<file path="src/rtl/ifetch_pkg.sv">
// ----------------------------------------------------------------------------
// ifetch_pkg
//   Shared definitions for the instruction fetch stage: default widths, the
//   reset fetch address and the fetch state encoding.
//   No ports (package).
// ----------------------------------------------------------------------------
package ifetch_pkg;

    localparam int         IFETCH_ADDR_W   = 8;
    localparam int         IFETCH_DATA_W   = 8;
    localparam logic [7:0] IFETCH_RESET_PC = 8'h00;

    // BOOT: first issue after reset; RUN: issuing every cycle; HALT: issue stopped.
    typedef enum logic [1:0] {
        BOOT = 2'd0,
        RUN  = 2'd1,
        HALT = 2'd2
    } ifetch_state_e;

endpackage

</file>
<file path="src/rtl/ifetch_perf_ctr.sv">
// ----------------------------------------------------------------------------
// ifetch_perf_ctr
//   16-bit event counter that sticks at 16'hFFFF instead of wrapping.
//   Ports:
//     clk    in   rising-edge clock
//     reset  in   synchronous, active-low clear
//     inc    in   count one event this cycle
//     count  out  current count
// ----------------------------------------------------------------------------
module ifetch_perf_ctr (
    input  logic        clk,
    input  logic        reset,
    input  logic        inc,
    output logic [15:0] count
);

    logic [15:0] count_q;
    logic [15:0] count_d;

    always_comb begin
        count_d = count_q;
        if (inc && (count_q != 16'hFFFF)) begin
            count_d = count_q + 16'd1;
        end
    end

    always_ff @(posedge clk) begin
        if (!reset) begin
            count_q <= '0;
        end else begin
            count_q <= count_d;
        end
    end

    assign count = count_q;

endmodule

</file>
<file path="src/rtl/ifetch_unit.sv">
// ----------------------------------------------------------------------------
// ifetch_unit
//   Instruction fetch stage. Owns the PC, drives the instruction memory
//   address, absorbs the memory's 1-cycle read latency and hands each fetched
//   instruction to decode over a valid/ready handshake. Supports stall,
//   branch redirect, halt and silent PC wrap-around.
//   Optional feature macro: IFETCH_PERF_EN (adds fetch_count / stall_count).
//   Ports:
//     clk            in   rising-edge clock
//     reset          in   synchronous, active-low
//     imem_addr      out  address sampled by instruction memory at next edge
//     imem_data      in   memory read data, one cycle after its address
//     instr          out  instruction presented to decode
//     instr_pc       out  address of instr
//     instr_valid    out  instr / instr_pc valid
//     instr_ready    in   decode accepts when valid & ready
//     redirect_valid in   taken branch/jump pulse
//     redirect_pc    in   redirect target
//     halt           in   stop fetching after the instruction in flight
//     fetch_count    out  (IFETCH_PERF_EN) accepted instructions, saturating
//     stall_count    out  (IFETCH_PERF_EN) valid-but-not-ready cycles, saturating
// ----------------------------------------------------------------------------
module ifetch_unit
    import ifetch_pkg::*;
#(
    parameter int                ADDR_W   = IFETCH_ADDR_W,
    parameter int                DATA_W   = IFETCH_DATA_W,
    parameter logic [ADDR_W-1:0] RESET_PC = ADDR_W'(IFETCH_RESET_PC)
) (
    input  logic              clk,
    input  logic              reset,
    output logic [ADDR_W-1:0] imem_addr,
    input  logic [DATA_W-1:0] imem_data,
    output logic [DATA_W-1:0] instr,
    output logic [ADDR_W-1:0] instr_pc,
    output logic              instr_valid,
    input  logic              instr_ready,
    input  logic              redirect_valid,
    input  logic [ADDR_W-1:0] redirect_pc,
    input  logic              halt
`ifdef IFETCH_PERF_EN
    ,
    output logic [15:0]       fetch_count,
    output logic [15:0]       stall_count
`endif
);

    ifetch_state_e     state_q, state_d;
    logic [ADDR_W-1:0] fetch_pc_q, fetch_pc_d;
    logic [ADDR_W-1:0] resp_pc_q, resp_pc_d;
    logic              resp_valid_q, resp_valid_d;
    logic [ADDR_W-1:0] addr_sel;
    logic              stall;

    // Decode holds a valid instruction: keep re-reading that word so
    // imem_data stays stable until it is taken.
    assign stall = resp_valid_q & ~instr_ready;

    always_comb begin
        // NOTE: every signal gets a default before the branches, so no path
        // leaves it unassigned and no latch is inferred.
        fetch_pc_d   = fetch_pc_q;
        resp_pc_d    = resp_pc_q;
        resp_valid_d = resp_valid_q;
        state_d      = state_q;
        addr_sel     = resp_pc_q;

        if (redirect_valid) begin
            addr_sel     = redirect_pc;
            resp_pc_d    = redirect_pc;
            resp_valid_d = 1'b1;
            fetch_pc_d   = redirect_pc + ADDR_W'(1);
            state_d      = RUN;
        end else if (stall) begin
            // Address already points at resp_pc; only the halt request moves.
            if ((state_q == RUN) && halt) begin
                state_d = HALT;
            end
        end else if ((state_q == BOOT) || (state_q == RUN)) begin
            addr_sel     = fetch_pc_q;
            resp_pc_d    = fetch_pc_q;
            resp_valid_d = 1'b1;
            fetch_pc_d   = fetch_pc_q + ADDR_W'(1);   // wraps modulo 2^ADDR_W
            // Halt is ignored in BOOT; the fetch issued this cycle still lands.
            state_d      = ((state_q == RUN) && halt) ? HALT : RUN;
        end else begin
            // Halted and not stalled: the held instruction (if any) was taken.
            resp_valid_d = 1'b0;
        end
    end

    always_ff @(posedge clk) begin
        // NOTE: reset is sampled on the clock edge only; state uses
        // non-blocking assignments so all flops update from pre-edge values.
        if (!reset) begin
            state_q      <= BOOT;
            fetch_pc_q   <= RESET_PC;
            resp_pc_q    <= RESET_PC;
            resp_valid_q <= 1'b0;
        end else begin
            state_q      <= state_d;
            fetch_pc_q   <= fetch_pc_d;
            resp_pc_q    <= resp_pc_d;
            resp_valid_q <= resp_valid_d;
        end
    end

    // While reset is held the outputs are forced, so they are clean even
    // before the first reset edge and regardless of redirect inputs.
    assign imem_addr   = reset ? addr_sel  : RESET_PC;
    assign instr_pc    = reset ? resp_pc_q : RESET_PC;
    assign instr       = imem_data;
    // A same-cycle redirect kills the wrong-path instruction on the bus.
    assign instr_valid = reset & resp_valid_q & ~redirect_valid;

`ifdef IFETCH_PERF_EN
    logic accept_evt;
    logic stall_evt;

    assign accept_evt = instr_valid & instr_ready;
    assign stall_evt  = instr_valid & ~instr_ready;

    ifetch_perf_ctr u_fetch_ctr (
        .clk   (clk),
        .reset (reset),
        .inc   (accept_evt),
        .count (fetch_count)
    );

    ifetch_perf_ctr u_stall_ctr (
        .clk   (clk),
        .reset (reset),
        .inc   (stall_evt),
        .count (stall_count)
    );
`endif

endmodule

</file>
<file path="config.mk">
export PLATFORM = sky130hd
export DESIGN_NAME = ifetch_unit
export DESIGN_NICKNAME = d
export VERILOG_FILES = /design/src/rtl/ifetch_pkg.sv /design/src/rtl/ifetch_perf_ctr.sv /design/src/rtl/ifetch_unit.sv
export SDC_FILE = /design/constraint.sdc
export NUM_CORES = 1
export LEC_CHECK = 0
export CELL_PAD_IN_SITES_DETAIL_PLACEMENT = 1
export CELL_PAD_IN_SITES_GLOBAL_PLACEMENT = 2
export CORE_MARGIN = 2
export CORE_UTILIZATION = 27
export CTS_BUF_LIST = sky130_fd_sc_hd__clkbuf_4
export DETAILED_ROUTE_END_ITERATION = 12
export PLACE_DENSITY = 0.95
export SYNTH_ARGS = -nofsm -noshare
export SYNTH_HDL_FRONTEND = slang
export SYNTH_SLANG_ARGS = --single-unit
</file>
<file path="constraint.sdc">
create_clock -name clk -period 4.8 [get_ports clk]
set_input_delay 0.96 -clock clk [delete_from_list [all_inputs] [get_ports clk]]
set_output_delay 0.96 -clock clk [all_outputs]
set_load 0.01 [all_outputs]
</file>
==> results.json, run 1 <==
{
  "status": "completed",
  "cts_resized": 0,
  "rows": 24,
  "powerDensity_mw_per_mm2": 238,
  "grt.overflow.total": 0,
  "p_clk_frac": 0.244,
  "antenna_cells": 0,
  "start_kind": "primary input",
  "multi_input_area_um2": 697,
  "synth_xor_area_frac": 0.0504,
  "cp_top_family": "buffers and inverters",
  "cts_tree": "done",
  "netSwitchingFraction": 0.316,
  "slowest_delay_ps": 610,
  "area_growth_syn_to_layout_pct": 24.7,
  "switchingPower_uw": 114,
  "maxSlewHeadroom": 0.513,
  "num-nets-final": 192,
  "pre_cts_ws_ps": 696,
  "route.detailed.drc": 0,
  "comb_power_share": 0.250,
  "grt_use_met1": 0.179,
  "timing.critical_path.from": "instr_ready",
  "rrSetupSlack_ps": 2860,
  "nFillCells": 527,
  "ys_top_cells_by_count": "19 x dfxtp_1, 12 x nor2_1, 11 x nand2_1, 11 x o21ai_0",
  "postRouteAntennaNets": 0,
  "io_pins": 46,
  "slew_viol_final": 0,
  "netlist_area_mm2": 0.00122,
  "ys_seq_area_frac": 0.313,
  "totalPowerFinal_uw": 361,
  "ys_types": 37,
  "cap_viol_max_count": 0,
  "hold_viol": 0,
  "cp.required_ps": 3840,
  "synth_fa_ha_area_frac": 0.0103,
  "gp_congestion": 0.781,
  "wire_per_inst_um": 15.3,
  "fmax_ghz": 0.243,
  "core_area_mm2": 0.00435,
  "die_h_um": 71.1,
  "power_leakage_uw": 0.000552,
  "crit_cells": 6,
  "end_kind": "output pin",
  "fp.dieW_um": 71.1,
  "p_int_uw": 247,
  "synth.most_common_cell": "dfxtp_1",
  "synth_top_area_cell": "dfxtp_1",
  "ir_drop_mv": 0.156,
  "use_met2": 0.228,
  "syn_inst": 151,
  "totalWireLength_mm": 3.39,
  "numCtsBuffers": 3,
  "muxShareOfSynthArea": 0.0175,
  "crit_top_cell": "clkdlybuf4s50_1",
  "busiest_layer": "met2",
  "antenna_found_initial": 0,
  "fin_crit_ps": 4110,
  "cts_setup_buffers": 0,
  "grt_max_degree": 27,
  "clockBufferDepth": 2,
  "critPathMaxFanout": 10,
  "synth_seq_cells": 19,
  "rr_endpoint": "fetch_pc_q[6]$_SDFFE_PN0P_",
  "synth_compound_area_frac": 0.251,
  "syn_area_per_cell_um2": 8.05,
  "port_buffers": 29,
  "met3_usage": 0.0356,
  "cts.sinks": 19,
  "worstMarginPinSlew_ps": 730,
  "synth.area.top_cells": "dfxtp_1 31%, a311oi_1 5.0%, buf_4 4.9%",
  "dp_hpwl_mm": 2.40,
  "synth_top_family_by_area": "compound AO/OA/AOI/OAI gates",
  "grt_first_pass_wirelength_mm": 5.60,
  "drtPass1Iterations": 4,
  "area.sequential_um2": 380,
  "rsz0062_at_grt": "no",
  "yosys_most_used_dff": "dfxtp_1",
  "drt_iter0_drc": 51,
  "grt_use_total": 0.137,
  "routed-via-count": 1180,
  "finalSetupViolCount": 0,
  "p_seq_frac": 0.505,
  "cp_cell_sequence": "clkdlybuf4s50_1 > nor2b_1 > nor2_1 > nand2_1 > a311oi_1 > clkdlybuf4s50_1",
  "synthArstFlopShare": 0,
  "crit_end": "imem_addr[6]",
  "initial_core_util": 0.279,
  "root_buffer": "clkbuf_4",
  "crit_slowest_cell": "clkdlybuf4s50_1",
  "fin_hold_ws_ps": 538,
  "htree_levels": 1,
  "dieArea_mm2": 0.00506,
  "ff2ff_path_depth": 7,
  "final.setup.worst_slack_ps": 689,
  "path_class": "primary input to output pin",
  "grt_pass1_vias": 1140,
  "clk_latency_ps": 320,
  "post-route-period-util": 0.857,
  "final_layout_size_suffix_gt1_frac": 0.0651,
  "hp-class": "flop to flop",
  "cp_num_buf_inv": 2,
  "yosysWarnings": 0,
  "clkTransAtPathRegs_ps": 130,
  "syn-num-nets": 173,
  "synth-simple-area-share": 0.244,
  "crit_arrival_ps": 3150,
  "viasPerCell": 5.34,
  "synth.top_cell.area_share": 0.313,
  "ctsHoldBuffers": 0,
  "final.setup_skew_ps": 14.2,
  "r2r_start": "fetch_pc_q[0]$_SDFFE_PN0P_",
  "setup_tns_ps": 0,
  "synth_edf_count": 0
}
-- power groups by stage --
stage / Clock (uW) / Combinational [uW] / Sequential, uW
finish: 88.1 / 90.3 / 182
global route: 98.3 / 99.0 / 184
CTS: 93.4 / 91.4 / 182
detailed placement: 0 / 90.8 / 186
global placement: 0 / 89.2 / 185
floorplan: 0 / 58.4 / 181
-- cell families after synthesis --
family	count (synthesis)
buf+inv	26
compound gates	42
xor+xnor	7
simple gates	54
flops	19
mux	2
fa+ha+maj	1
-- layout make-up --
type | instances | area share
multi-input cells | 106 | 0.460
flip-flops and latches | 19 | 0.251
repair buffers | 33 | 0.211
well taps | 52 | 0.0429
inverters | 7 | 0.0173
clock buffers | 3 | 0.0149
clock inverters | 1 | 0.00330
-- routing by layer --
layer | vias up | wire (um)
met5 | - | 0
met4 | 0 | 10
met3 | 2 | 156
met2 | 25 | 1610
met1 | 570 | 1610
li1 | 583 | -
-- placed cells by master, fill, tap and decap left out, types with 2 or more instances in the layout --
cell type | Yosys | layout
o211ai_1 | 3 | 3
clkbuf_4 | 0 | 3
and2_1 | 8 | 8
o21ai_0 | 11 | 11
a2111o_1 | 3 | 3
nand3_1 | 5 | 5
clkdlybuf4s50_1 | 0 | 29
inv_1 | 7 | 7
nor3_1 | 2 | 2
dfxtp_1 | 19 | 19
a211oi_1 | 2 | 2
nor2_1 | 12 | 12
a311oi_1 | 7 | 7
nand3b_1 | 3 | 3
o211a_1 | 2 | 2
xnor2_1 | 6 | 6
a22oi_1 | 2 | 2
a21oi_1 | 7 | 7
buf_4 | 8 | 4
and3_1 | 4 | 4
nand4_1 | 5 | 5
nand2_1 | 11 | 11
-- sequential cells by signal (all words and copies together) (netlist names) --
signal / count
fetch_pc_q: 8
resp_pc_q: 8
state_q: 2
resp_valid_q: 1
-- worst min-delay path: stages (launching register included) --
cell	delay, ps
dfxtp_1	330
o21ai_0	70
a311oi_1	110
-- through the flow --
stage                     cell area (um2)   util  std cells
after floorplan                      1220      -        151
after global placement               1490  0.342        217
after detailed placement             1490  0.342        217
after CTS                            1520  0.348        221
after global routing                 1520  0.348        221
final                                1520  0.348        221
-- how the worst min path moves through the flow --
stage,cells past startpoint,from,slack (ps),to
after floorplan,2,state_q[0]$_SDFFE_PN0P_,500,state_q[1]$_SDFFE_PP0P_
after global placement,2,resp_pc_q[3]$_DFF_P_,510,resp_pc_q[3]$_DFF_P_
after detailed placement,2,resp_pc_q[2]$_DFF_P_,520,resp_pc_q[2]$_DFF_P_
after CTS,2,resp_pc_q[2]$_DFF_P_,540,resp_pc_q[2]$_DFF_P_
after global routing,2,resp_pc_q[2]$_DFF_P_,570,resp_pc_q[2]$_DFF_P_
final,2,resp_pc_q[2]$_DFF_P_,540,resp_pc_q[2]$_DFF_P_
Power figures use the tool's default switching activity.
==> inputs of run 2 (changes only) <==
CORE_UTILIZATION = 25   (was 27)
PLACE_DENSITY = 0.9   (was 0.95)
clock period = 3.8 ns   (was 4.8 ns; I/O delays follow)
==> run 2 against run 1 <==
- clock skew decreased by 5.3 ps
- via count rose by 0.17%
- wire length shrank 1.7%
- die area grew 7.5%
- clock power increased by 32%
- worst setup slack worse by 320 ps
- sequential cell count stayed put
- global-route usage is 0.56 points lower
- sequential share of layout area down 0.33 points
- cell count up 1.8%
- core utilization decreased by 2.1 points
- critical endpoint unchanged
- largest power group unchanged
==> results.json, run 2 (synthesis results as in run 1) <==
{
  "slew_viol_final": 0,
  "fin_cells": 225,
  "grt_first_pass_wirelength_mm": 5.62,
  "clkTransAtPathRegs_ps": 110,
  "die_h_um": 73.7,
  "fmax_ghz": 0.291,
  "num-nets-final": 194,
  "grt_use_total": 0.131,
  "maxSlewHeadroom": 0.608,
  "grt_max_degree": 27,
  "end_kind": "output pin",
  "routed-via-count": 1182,
  "viasPerCell": 5.25,
  "cap_viol_max_count": 0,
  "cts_resized": 0,
  "power_leakage_uw": 0.000562,
  "pre_cts_ws_ps": 346,
  "slowest_delay_ps": 620,
  "totalWireLength_mm": 3.33,
  "crit_slowest_cell": "clkdlybuf4s50_1",
  "final_cell_mix": "29 x clkdlybuf4s50_1, 19 x dfxtp_1, 12 x nor2_1",
  "grt_pass1_vias": 1153,
  "gp_congestion": 0.728,
  "status": "completed",
  "worstMarginPinSlew_ps": 588,
  "numCtsBuffers": 3,
  "rows": 25,
  "ctsHoldBuffers": 0,
  "hold_viol": 0,
  "final_layout_size_suffix_gt1_frac": 0.0760,
  "dieArea_mm2": 0.00544,
  "antenna_found_initial": 0,
  "critPathMaxFanout": 11,
  "final_common_cell": "clkdlybuf4s50_1",
  "clk_latency_ps": 300,
  "drtPass1Iterations": 4,
  "initial_core_util": 0.259,
  "post-route-period-util": 0.904,
  "io_pins": 46,
  "ir_drop_mv": 0.130,
  "port_buffers": 29,
  "drt_iter0_drc": 41,
  "dp_hpwl_mm": 2.38,
  "hp-class": "flop to flop",
  "fin_crit_ps": 3430,
  "path_class": "primary input to output pin",
  "wire_per_inst_um": 14.8,
  "rsz0062_at_grt": "no",
  "setup_tns_ps": 0,
  "clockBufferDepth": 2,
  "cp_num_buf_inv": 3,
  "htree_levels": 1,
  "fp.dieW_um": 73.7,
  "final_util": 0.327,
  "area_growth_syn_to_layout_pct": 26.3,
  "finalSetupViolCount": 0,
  "start_kind": "primary input",
  "reg_top3": "fetch_pc_q (8), resp_pc_q (8), state_q (2)",
  "final.setup_skew_ps": 8.93,
  "cts.sinks": 19,
  "dp.cells": 221,
  "powerDensity_mw_per_mm2": 300,
  "grt.overflow.total": 0,
  "cp_cell_sequence": "clkdlybuf4s50_1 > nor2b_1 > nor2_1 > buf_4 > nand2_1 > a311oi_1 > clkdlybuf4s50_1",
  "core_area_mm2": 0.00469,
  "postRouteAntennaNets": 0,
  "route.detailed.drc": 0,
  "antenna_cells": 0,
  "crit_top_cell": "clkdlybuf4s50_1",
  "cts_setup_buffers": 0,
  "final.setup.worst_slack_ps": 365,
  "root_buffer": "clkbuf_4",
  "cp_top_family": "buffers and inverters",
  "crit_arrival_ps": 2670,
  "cp.required_ps": 3040,
  "cts_tree": "done"
}
-- run 2: changes by cell type in the layout (fill, tap and decap cells not counted), sizes merged --
| cell | previous run | this run |
|---|---|---|
| clkbuf | 3 | 4 |
| buf | 4 | 6 |
| clkinv | 1 | 0 |
-- run 2: per-stage QoR --
| step | total power, uW | cell area [um2] | hold WS, ps |
|---|---|---|---|
| final | 462 | 1540 | 534 |
| after global routing | 487 | 1540 | 573 |
| after CTS | 469 | 1540 | 542 |
| after detailed placement | 351 | 1510 | 521 |
| after global placement | 348 | 1510 | 515 |
| after floorplan | 303 | 1220 | 501 |
-- run 2: path summary, 6_finish.rpt --
| path | start | endpoint | slack [ps] | depth (start not counted) |
|---|---|---|---|---|
| worst max-delay path | instr_ready | imem_addr[6] | 370 | 7 |
| worst min-delay path | resp_pc_q[4]$_DFF_P_ | resp_pc_q[4]$_DFF_P_ | 530 | 2 |
| worst max register to register | fetch_pc_q[0]$_SDFFE_PN0P_ | fetch_pc_q[6]$_SDFFE_PN0P_ | 1900 | 7 |
| worst min register to register | resp_pc_q[4]$_DFF_P_ | resp_pc_q[4]$_DFF_P_ | 530 | 2 |
-- run 2: final cells by class --
type | instances | area [um2]
clock buffer | 4 | 30.0
multi-input combinational | 106 | 697
timing repair buffer | 35 | 335
inverter | 7 | 26.3
sequential | 19 | 380
fill | 564 | 3160
tap | 54 | 67.6
-- run 2: routing by layer --
metal  global-route usage  up-vias  share of wire
met5                    0        -              0
met3               0.0233        4          0.039
met4               0.0384        0          0.010
li1                     -      582              -
met2                0.211       23           0.44
met1                0.179      573           0.51
-- run 2: tightest hold or removal path: stages, from the launching register on --
cell and delay, ps:
dfxtp_1 320, o21ai_0 60, a311oi_1 110
-- run 2: power breakdown --
group / leakage, uW / switching (uW) / internal [uW]
combinational: 0.000385 / 56.5 / 59.8
clock: 0.0000184 / 67.9 / 48.1
sequential: 0.000158 / 14.7 / 215
total: 0.000562 / 139 / 322
==> inputs of run 3 (changes only) <==
MAX_ROUTING_LAYER = met4   (was default)
==> run 3 against run 2 <==
- die area stayed put
- cell count stayed put
- register-to-register slack hardly changed
- total power hardly changed
- fmax hardly changed
- critical endpoint unchanged
- highest routed layer unchanged
==> results.json, run 3 (synthesis results as in run 1) <==
{
  "r2r_start": "fetch_pc_q[0]$_SDFFE_PN0P_",
  "routed-via-count": 1185,
  "cts_setup_buffers": 0,
  "final_cell_mix": "29 x clkdlybuf4s50_1, 19 x dfxtp_1, 12 x nor2_1",
  "num-nets-final": 194,
  "min_to": "resp_pc_q[4]$_DFF_P_",
  "viasPerCell": 5.27,
  "drt_iter0_drc": 41,
  "slew_viol_final": 0,
  "initial_core_util": 0.259,
  "cp.required_ps": 3040,
  "clkTransAtPathRegs_ps": 110,
  "switchingPower_uw": 139,
  "area_growth_syn_to_layout_pct": 26.3,
  "root_buffer": "clkbuf_4",
  "min_from": "resp_pc_q[4]$_DFF_P_",
  "critPathMaxFanout": 11,
  "htree_levels": 1,
  "grt_first_pass_wirelength_mm": 5.62,
  "final_layout_size_suffix_gt1_frac": 0.0760,
  "antenna_cells": 0,
  "crit_arrival_ps": 2680,
  "core_area_mm2": 0.00469,
  "ctsHoldBuffers": 0,
  "fp.dieW_um": 73.7,
  "dp_hpwl_mm": 2.38,
  "rrSetupSlack_ps": 1900,
  "clockBufferDepth": 2,
  "gp_congestion": 0.736,
  "port_buffers": 29,
  "power_leakage_uw": 0.000562,
  "maxSlewHeadroom": 0.608,
  "rows": 25,
  "finalSetupViolCount": 0,
  "route.detailed.drc": 0,
  "ir_drop_mv": 0.130,
  "fin_crit_ps": 3440,
  "postRouteAntennaNets": 0,
  "p_int_uw": 322,
  "cap_viol_max_count": 0,
  "final.setup.worst_slack_ps": 365,
  "totalWireLength_mm": 3.33,
  "p_seq_frac": 0.497,
  "grt_max_degree": 27,
  "cts.sinks": 19,
  "rr_endpoint": "fetch_pc_q[6]$_SDFFE_PN0P_",
  "hold_viol": 0,
  "antenna_found_initial": 0,
  "post-route-period-util": 0.904,
  "grt.overflow.total": 0,
  "powerDensity_mw_per_mm2": 301,
  "end_kind": "output pin",
  "worstMarginPinSlew_ps": 588,
  "clk_latency_ps": 310,
  "ff2ff_path_depth": 7,
  "final.setup_skew_ps": 9.19,
  "nFillCells": 564,
  "cts_resized": 0,
  "path_class": "primary input to output pin",
  "rsz0062_at_grt": "no",
  "setup_tns_ps": 0,
  "netSwitchingFraction": 0.302,
  "comb_power_share": 0.252,
  "die_h_um": 73.7,
  "dieArea_mm2": 0.00544,
  "drtPass1Iterations": 4,
  "reg_top3": "fetch_pc_q (8), resp_pc_q (8), state_q (2)",
  "pre_cts_ws_ps": 346,
  "grt_use_total": 0.135,
  "hold_depth": 2,
  "start_kind": "primary input",
  "grt_pass1_vias": 1153,
  "p_clk_frac": 0.251,
  "numCtsBuffers": 3,
  "cts_tree": "done",
  "io_pins": 46,
  "hp-class": "flop to flop",
  "fmax_ghz": 0.291,
  "final_common_cell": "clkdlybuf4s50_1",
  "wire_per_inst_um": 14.8,
  "status": "completed",
  "timing.critical_path.from": "instr_ready"
}
==> run 3: cell counts in the layout (fill, tap and decap cells not counted) <==
No cell type changed its count.
==> run 3: layer usage <==
metal,vias to the layer above,part of all wire,track usage
met5,-,0,-
met4,0,0.010,0.0384
met3,4,0.036,0.0206
met2,25,0.44,0.211
met1,574,0.51,0.180
li1,582,-,-
==> run 3: worst max-delay path by stage <==
stage	cells after the start	slack, ps	end
after global routing	7	200	imem_addr[6]
final	7	360	imem_addr[6]
after detailed placement	7	350	imem_addr[6]
after floorplan	5	1190	imem_addr[5]
after global placement	7	410	imem_addr[6]
after CTS	7	310	imem_addr[6]
==> run 3: final cells by class <==
| class | instances | area [um2] | area share |
|---|---|---|---|
| clock buffers | 4 | 30.0 | 0.0195 |
| inverters | 7 | 26.3 | 0.0171 |
| multi-input cells | 106 | 697 | 0.454 |
| flip-flops and latches | 19 | 380 | 0.248 |
| well taps | 54 | 67.6 | 0.0440 |
| repair buffers | 35 | 335 | 0.218 |
==> run 3: power groups by stage <==
stage	registers [uW]	logic (uW)	clock network (uW)
after floorplan	229	73.7	0
after global placement	234	115	0
after detailed placement	234	117	0
after CTS	230	118	121
after global routing	232	128	127
final	229	116	116
==> run 3: critical path: stages <==
cell and delay [ps]:
clkdlybuf4s50_1 460, nor2b_1 50, nor2_1 140, buf_4 210, nand2_1 70, a311oi_1 360, clkdlybuf4s50_1 620
==> run 3: per-stage QoR <==
stage	area, um2	util	total power [uW]	hold WS, ps	std cells
after floorplan	1220	-	303	501	151
after global placement	1510	0.321	348	515	221
after detailed placement	1510	0.321	351	521	221
after CTS	1540	0.327	469	542	225
after global routing	1540	0.327	487	573	225
final	1540	0.327	462	534	225
